[src/rtl/osc_freq_monitor_pkg.sv]
// Shared types and sizing helpers for the oscillator frequency monitor.
package osc_freq_monitor_pkg;

  typedef enum logic [1:0] {IDLE, MEASURE, EVAL} state_t;

  localparam int COUNT_W = 16;
  localparam int FAIL_W  = 4;

  // Width that holds window-counter values 0..cycles-1.
  function automatic int win_cnt_w(input int cycles);
    return (cycles > 1) ? $clog2(cycles) : 1;
  endfunction

endpackage

[src/rtl/osc_mon_edge_sync.sv]
// Brings the asynchronous monitored clock into gclk and flags its rising edges.
module osc_mon_edge_sync (
  input  logic gclk,
  input  logic grst_n,
  input  logic async_in,
  output logic rise
);

  logic [1:0] sync;
  logic       hist;

  always_ff @(posedge gclk or negedge grst_n) begin
    if (!grst_n) begin
      sync <= '0;
      hist <= 1'b0;
    end else begin
      sync <= {sync[0], async_in};
      hist <= sync[1];
    end
  end

  assign rise = sync[1] & ~hist;

endmodule

[src/rtl/osc_freq_monitor.sv]
// Counts MON_CLK rising edges per reference window and flags out-of-range or dead oscillators.
// Optional dead-clock detection is built when OSC_FREQ_MONITOR_STUCK_DETECT_EN is defined.
module osc_freq_monitor
  import osc_freq_monitor_pkg::*;
#(
  parameter int WINDOW_CYCLES = 50000,
  parameter int MIN_COUNT     = 950,
  parameter int MAX_COUNT     = 1050,
  parameter int FAIL_LIMIT    = 2,
  parameter int STUCK_CYCLES  = 256
) (
  input  logic               CLK,
  input  logic               RESETN,
  input  logic               MON_CLK,
  input  logic               ENABLE,
  input  logic               ALARM_CLR,
  output logic [COUNT_W-1:0] COUNT,
  output logic               COUNT_VALID,
  output logic               FREQ_OK,
  output logic               ALARM
);

  localparam int                 WIN_W    = win_cnt_w(WINDOW_CYCLES);
  localparam logic [WIN_W-1:0]   WIN_LAST = WIN_W'(WINDOW_CYCLES - 1);
  localparam logic [COUNT_W-1:0] CNT_MIN  = COUNT_W'(MIN_COUNT);
  localparam logic [COUNT_W-1:0] CNT_MAX  = COUNT_W'(MAX_COUNT);
  localparam logic [FAIL_W-1:0]  FAIL_LIM = FAIL_W'(FAIL_LIMIT);

  if (FAIL_LIMIT < 1 || FAIL_LIMIT > 15 || STUCK_CYCLES < 1 || WINDOW_CYCLES < 1) begin : g_bad_cfg
    $error("osc_freq_monitor: invalid parameter set");
  end

  state_t             state;
  logic [WIN_W-1:0]   win_cnt;
  logic [COUNT_W-1:0] edge_cnt, edge_nxt;
  logic [FAIL_W-1:0]  fail_cnt, fail_inc;
  logic               rise, in_range, eval_bad, alarm_hit, stuck_hit, stuck_r;

  osc_mon_edge_sync u_sync (
    .gclk     (CLK),
    .grst_n   (RESETN),
    .async_in (MON_CLK),
    .rise     (rise)
  );

  assign edge_nxt  = (rise && edge_cnt != '1) ? edge_cnt + 1'b1 : edge_cnt;
  assign in_range  = (edge_cnt >= CNT_MIN) && (edge_cnt <= CNT_MAX);
  assign fail_inc  = (fail_cnt == '1) ? fail_cnt : fail_cnt + 1'b1;
  assign eval_bad  = (state == EVAL) && (!in_range || stuck_r);
  // A dead clock raises the alarm on its own; otherwise the streak must reach the limit.
  assign alarm_hit = eval_bad && (stuck_r || fail_inc >= FAIL_LIM);

`ifdef OSC_FREQ_MONITOR_STUCK_DETECT_EN
  localparam int IDLE_W = ($clog2(STUCK_CYCLES + 1) > 8) ? $clog2(STUCK_CYCLES + 1) : 8;
  logic [IDLE_W-1:0] idle_cnt;

  assign stuck_hit = (state == MEASURE) && ENABLE && !rise &&
                     (idle_cnt == IDLE_W'(STUCK_CYCLES - 1));

  always_ff @(posedge CLK or negedge RESETN) begin
    if (!RESETN) begin
      idle_cnt <= '0;
      stuck_r  <= 1'b0;
    end else begin
      if (state != MEASURE || rise) idle_cnt <= '0;
      else                          idle_cnt <= idle_cnt + 1'b1;
      if (stuck_hit)                stuck_r  <= 1'b1;
      else if (state == EVAL)       stuck_r  <= 1'b0;
    end
  end
`else
  assign stuck_hit = 1'b0;
  assign stuck_r   = 1'b0;
`endif

  always_ff @(posedge CLK or negedge RESETN) begin
    if (!RESETN) begin
      state       <= IDLE;
      win_cnt     <= '0;
      edge_cnt    <= '0;
      fail_cnt    <= '0;
      COUNT       <= '0;
      COUNT_VALID <= 1'b0;
      FREQ_OK     <= 1'b0;
      ALARM       <= 1'b0;
    end else begin
      COUNT_VALID <= 1'b0;
      case (state)
        IDLE: begin
          win_cnt  <= '0;
          edge_cnt <= '0;
          if (ENABLE) state <= MEASURE;
        end
        MEASURE: begin
          if (!ENABLE) begin
            state    <= IDLE;
            win_cnt  <= '0;
            edge_cnt <= '0;
          end else begin
            win_cnt  <= win_cnt + 1'b1;
            edge_cnt <= edge_nxt;
            if (win_cnt == WIN_LAST || stuck_hit) state <= EVAL;
          end
        end
        EVAL: begin
          COUNT       <= edge_cnt;
          COUNT_VALID <= 1'b1;
          FREQ_OK     <= in_range && !stuck_r;
          win_cnt     <= '0;
          edge_cnt    <= '0;
          state       <= ENABLE ? MEASURE : IDLE;
        end
        default: state <= IDLE;
      endcase

      // A clear landing on an ordinary bad window still leaves that window counted.
      if (state == EVAL) begin
        if (!eval_bad)                   fail_cnt <= '0;
        else if (alarm_hit || !ALARM_CLR) fail_cnt <= fail_inc;
        else                             fail_cnt <= FAIL_W'(1);
      end else if (ALARM_CLR) begin
        fail_cnt <= '0;
      end

      if (alarm_hit)      ALARM <= 1'b1;
      else if (ALARM_CLR) ALARM <= 1'b0;
    end
  end

endmodule

[config.mk]
export PLATFORM = sky130hd
export DESIGN_NAME = osc_freq_monitor
export DESIGN_NICKNAME = d
export VERILOG_FILES = /design/src/rtl/osc_freq_monitor_pkg.sv /design/src/rtl/osc_mon_edge_sync.sv /design/src/rtl/osc_freq_monitor.sv
export SDC_FILE = /design/constraint.sdc
export NUM_CORES = 1
export LEC_CHECK = 0
export CORE_MARGIN = 5
export CORE_UTILIZATION = 30
export CTS_CLUSTER_SIZE = 16
export DETAILED_ROUTE_END_ITERATION = 7
export SYNTH_ARGS = -nofsm -noshare
export SYNTH_HDL_FRONTEND = slang
export SYNTH_SLANG_ARGS = --single-unit
export TNS_END_PERCENT = 1
[constraint.sdc]
create_clock -name CLK -period 1.8 [get_ports CLK]
set_input_delay 0.54 -clock CLK [delete_from_list [all_inputs] [get_ports CLK]]
set_output_delay 0.54 -clock CLK [all_outputs]
set_load 0.05 [all_outputs]
# ---- Word-level counts from Yosys, hierarchy flattened
# Index checks and enable logic that the tools add are counted.
dict set report word_totals {
  register_bits 60
  in_bits 5
  word_cells 58
}
dict set report classes {
  n_reduce_logical 14
  bitwise_logic 2
  magnitude_cmp 3
  mux 18
  addsub 3
  n_eq_ne 8
}
# operator n
set op_table {}
lappend op_table {{16-bit one-hot mux with 2 select lines} 2}
lappend op_table {{16-bit 2-to-1 mux} 3}
lappend op_table {{16-bit by 1-bit adder with 16-bit output (second input constant)} 2}
lappend op_table {{4-bit 2-to-1 mux} 5}
lappend op_table {{16-bit equality test (second input constant)} 1}
lappend op_table {{16-bit by 10-bit greater-or-equal comparator with 1-bit output (second input constant)} 1}
lappend op_table {{16-bit by 11-bit <= comparator with 1-bit output (second input constant)} 1}
lappend op_table {{16-bit != test (second input constant)} 1}
lappend op_table {{2-bit 2-to-1 mux} 3}
lappend op_table {{3-bit != test (second input constant)} 2}
lappend op_table {{2-bit one-hot mux with 3 select lines} 1}
lappend op_table {{2-bit nonzero test} 3}
lappend op_table {{4-bit by 1-bit adder with 4-bit output (second input constant)} 1}
lappend op_table {{4-bit equality test (second input constant)} 1}
lappend op_table {{4-bit by 2-bit greater-or-equal comparator with 1-bit output (second input constant)} 1}
lappend op_table {{1-bit logical AND} 4}
lappend op_table {{1-bit 2-to-1 mux} 4}
lappend op_table {{2-bit AND reduction} 2}
lappend op_table {{2-bit by 1-bit equality test with 1-bit output (second input constant)} 1}
lappend op_table {{2-bit equality test (second input constant)} 1}
lappend op_table {{1-bit zero test} 2}
lappend op_table {{2-bit zero test} 1}
lappend op_table {{2-bit != test (second input constant)} 1}
lappend op_table {{2-bit OR reduction} 1}
lappend op_table {{other kinds (3)} 3}

# ---- Depth between registers and ports, before layout
dict set report depth {
  word_depth 9
  depth_mapped 8
  depth_no_buf 7
}

# ---- By module
# Synthesis repeated with hierarchy kept, for this count alone.
dict set report unflattened {
  cells_unflattened 342
  hier_area_um2 3215.6
}
# module n_inst area_per_inst_um2 cells_per_inst
set modules_own_cells {}
lappend modules_own_cells {osc_freq_monitor 1 3126.7 338}
lappend modules_own_cells {osc_mon_edge_sync 1 88.8 4}

# ---- Worst setup path before layout
# No wires, ideal clock.
dict set report synth_timing {
  kind {register to register}
  startpoint {reg edge_cnt[1]}
  endpoint {reg edge_cnt[8]}
  stages_incl_launch_ff 8
  slack_ns -0.066
  setup_ns 0.124
  arrival_ns 1.742
  path_cell_list {dfrtp_1 -> ha_1 -> and3_1 -> nand4_1 -> o21ai_2 -> a31o_2 -> buf_6 -> a211o_1}
}
dict set report synth_via {
  elab_chain_cells 4
  elab_cells_between_ends 8
}
# element line
set synth_lines {}
lappend synth_lines {{start, declared} osc_freq_monitor.sv:35} ;# logic [COUNT_W-1:0] edge_cnt, edge_nxt;
lappend synth_lines {{start signal, assigned} osc_freq_monitor.sv:101} ;# edge_cnt <= edge_nxt;
lappend synth_lines {{16-bit by 1-bit adder with 16-bit output / 16-bit != test (equally long branches)} osc_freq_monitor.sv:46} ;# assign edge_nxt = (rise && edge_cnt != '1) ? edge_cnt + 1'b1 : edge_cnt;
lappend synth_lines {{16-bit 2-to-1 mux / 1-bit logical AND (equally long branches)} osc_freq_monitor.sv:46}
lappend synth_lines {{16-bit 2-to-1 mux / 3-bit != test (equally long branches)} -}
lappend synth_lines {{16-bit one-hot mux with 2 select lines / 2-bit AND reduction (equally long branches)} -}
# Several ways; a longest one is shown, not always the timed one. The select of a mux whose other input is x is not followed.
# A chain may end at the register's enable or synchronous reset.

# ---- Worst setup path in the final report
dict set report layout_timing {
  startpoint {in ENABLE}
  endpoint {reg edge_cnt[2]}
}
dict set report layout_via {
  elab_chain_cells 2
  elab_cells_between_ends 4
}
# element line
set layout_lines {}
lappend layout_lines {{start, declared} osc_freq_monitor.sv:15} ;# input logic ENABLE,
lappend layout_lines {{16-bit 2-to-1 mux / 3-bit != test (equally long branches)} -}
lappend layout_lines {{16-bit one-hot mux with 2 select lines / 2-bit AND reduction (equally long branches)} -}
# Several ways; a longest one is shown, not always the timed one.

==> metrics <==
hold buffers post-CTS 0; residual overflow from global routing 0; Ports 24; Core ar. 0.00982 mm2; Die W around 110 um; H-tree depth 3; crit path kind in2reg; setup TNS 0 ns; run status finished clean; critical path peak fanout 7; Via density about 5; top_reg_cell synth dfrtp_1; Worst Path Buf+Inv 2; most frequent cells in the layout 71 x nand2_1, 57 x dfrtp_1, 48 x buf_4; Final Cycle Share between 90% and 100%; Final min period roughly 1.8 ns; initial core utilization 31.0%; number of global-route vias before repair approximately 2500; Post-Layout Cell Count around 530; pre-CTS setup slack -0.291 ns; total power about 2600 uW; Post-synth ARST share 100%; Lkg Pwr 0.00189 uW; Avg Cell Area, Syn between 9 and 10 um2; routability cong. 0.831; sw power about 590 uW; Die Area 0.0122 mm2; syn_nets 338; Max clock buf depth 2; # rows 36; critical path launch point type primary input; Cells after Synth about 330; drt first pass iters 4; Cell Pwr Density around 640 mW/mm2; initial antenna violation count 0; # diodes 0; Rel. slew slack slightly below 70%; GRT Resource Usage Total approximately an eighth; Cells after DPL between 500 and 600; Routed WL about 7200 um; Final Util around two fifths; final worst slack approximately 0.0018 ns; CTS tree done; CTS sink count 60; TritonCTS buffer count 9; unrepaired setup endpoints after global routing yes; worst endpoint required time around 2.1 ns; clk_lat worst skew around 0.34 ns; sw frac 22.8%; Detail Placement HPWL 4880 um; commonest non-fill, non-tap cell in the layout nand2_1; Critical Path Max Stage Delay about 0.5 ns; Slew @ Worst Pin 0.478 ns; PortBufs 23; Crit-path slowest cell clkdlybuf4s50_1; sequential share of power a little over half; share of the yosys chip area belonging to registers 49.4%; DR WL/cell ~14 um; clk_skew roughly 0.011 ns; internal power around 2000 uW; die span in y about 110 um; largest net degree at the start of global routing between 60 and 70; post-route ant nets 0; Yosys warnings 0; first-pass GRT wire length approximately 12000 um; maximum vdd drop about 0.00025 V; Yosys reg bits 60; CP cell instances clkdlybuf4s50_1 > and3b_1 > nand2_2 > o21bai_1 > buf_4 > nor3b_1 > a221o_1; Slew Viols, Final 0; Max Clk Rate approximately 560 MHz; Max-cap violations 0; Worst Setup End Kind register; CTS Root Cell clkbuf_8; Yosys cell types 52; Top Family by Delay on Critical Path buffers and inverters; DRT iter0 DRCs between 200 and 250; type of the tightest min-delay check in2async; clock-pin slew on the worst setup and hold paths roughly 0.07 ns; via count between 2000 and 3000; area grow syn2layout 34.2%; Post-route DRC 0; layout cells sized above 1 about 28%; Mapped Area 0.00304 mm2; final net count between 300 and 400; power share of the clock group 43.3%; Comb pwr share around 4.2%; Worst EP arrival 2.07 ns; worst reg2reg setup slack between 0.0015 and 0.002 ns; Final Hold Vio Count 0; Post-synth EDFFs 0; Finish-stage setup viols 0
==> what timing repair did <==
item	4_1_cts	5_1_grt
endpoints found under the setup margin	12	16
pin swaps	7	9
buffers inserted	2	4
gates resized for setup	7	17
==> metrics by stage <==
stage                     hold slack (ns)  cell area, um2
after floorplan                     0.244            3050
after global placement              0.334            3760
after detailed placement            0.335            3760
after CTS                           0.202            3990
after global routing                0.227            4080
final                               0.201            4080
==> flip-flops by register name, summed over array words and instances (netlist names) <==
name         flops
FREQ_OK          1
win_cnt         16
COUNT           16
edge_cnt        16
fail_cnt         4
u_sync.sync      2
state            2
u_sync.hist      1
COUNT_VALID      1
ALARM            1
==> power by group through the flow <==
| stage | Clock, uW | Sequential [uW] | Combinational (uW) |
|---|---|---|---|
| finish | 1120 | 1360 | 109 |
| global route | 1220 | 1360 | 122 |
| floorplan | 0 | 1380 | 40.3 |
| global placement | 0 | 1390 | 105 |
| detailed placement | 0 | 1390 | 106 |
| CTS | 1170 | 1360 | 109 |
==> synth_stat cells, types with 2 or more instances <==
cell	count	area share, %
buf_2	10	1.6
o22ai_1	2	0.41
a211o_1	6	1.7
and4_4	2	0.74
a21oi_1	7	1.2
nor2_1	7	0.86
o2bb2ai_1	3	0.86
a21o_1	2	0.49
o21ai_0	28	4.6
dfrtp_1	60	49
inv_1	4	0.49
a22o_1	4	1.2
and4_1	5	1.4
buf_6	2	0.74
nand2_1	73	9.0
nor2b_1	2	0.41
ha_1	4	1.6
nand2b_1	4	0.82
or2_2	3	0.62
a31oi_1	6	1.2
and3_1	11	2.3
o2111ai_1	2	0.58
a31o_2	3	0.86
clkbuf_1	8	0.99
nor4b_1	2	0.58
and2_1	7	1.4
a211oi_1	2	0.49
xor2_1	2	0.58
a221o_1	3	0.99
nand3_1	11	1.8
nor3_1	11	1.8
or4_1	3	0.74
nand4_1	11	2.3
==> final timing paths <==
| kind | startpoint | end | cells past startpoint |
|---|---|---|---|
| max reg2reg | edge_cnt[1]$_DFFE_PN0P_ | edge_cnt[2]$_DFFE_PN0P_ | 6 |
| min in group CLK | u_sync.sync[0]$_DFF_PN0_ | u_sync.sync[1]$_DFF_PN0_ | 0 |
| min reg2reg | u_sync.sync[0]$_DFF_PN0_ | u_sync.sync[1]$_DFF_PN0_ | 0 |
| max in group asynchronous | RESETN | edge_cnt[1]$_DFFE_PN0P_ | 2 |
| max | ENABLE | edge_cnt[2]$_DFFE_PN0P_ | 7 |
| min | RESETN | edge_cnt[8]$_DFFE_PN0P_ | 2 |
==> cells by family after synthesis <==
kind of cell    Yosys count  share of synthesized area [%]
compound gates           78                           17.6
flops                    60                           49.4
simple gates            157                           26.0
mux                       1                          0.370
xor+xnor                  3                          0.864
buf+inv                  26                           4.11
fa+ha+maj                 4                           1.65
==> area by class of cell <==
class / count / area (um2)
multi-input combinational: 243 / 1500
timing repair buffer: 69 / 701
sequential: 60 / 1510
inverter: 5 / 18.8
clock inverter: 4 / 22.5
fill: 961 / 5740
clock buffer: 12 / 165
tap: 133 / 166
==> metal layers <==
layer / track usage [%] / up-vias / wire (um) / part of all wire (%)
met2: 17.9 / 65 / 3400 / 47
met5: 0 / - / 0 / 0
met4: 7.31 / 0 / 131 / 1.8
met3: 2.46 / 10 / 374 / 5.2
li1: - / 1307 / - / -
met1: 15.2 / 1272 / 3290 / 46
Note: power is estimated with default switching activity, not from simulation.
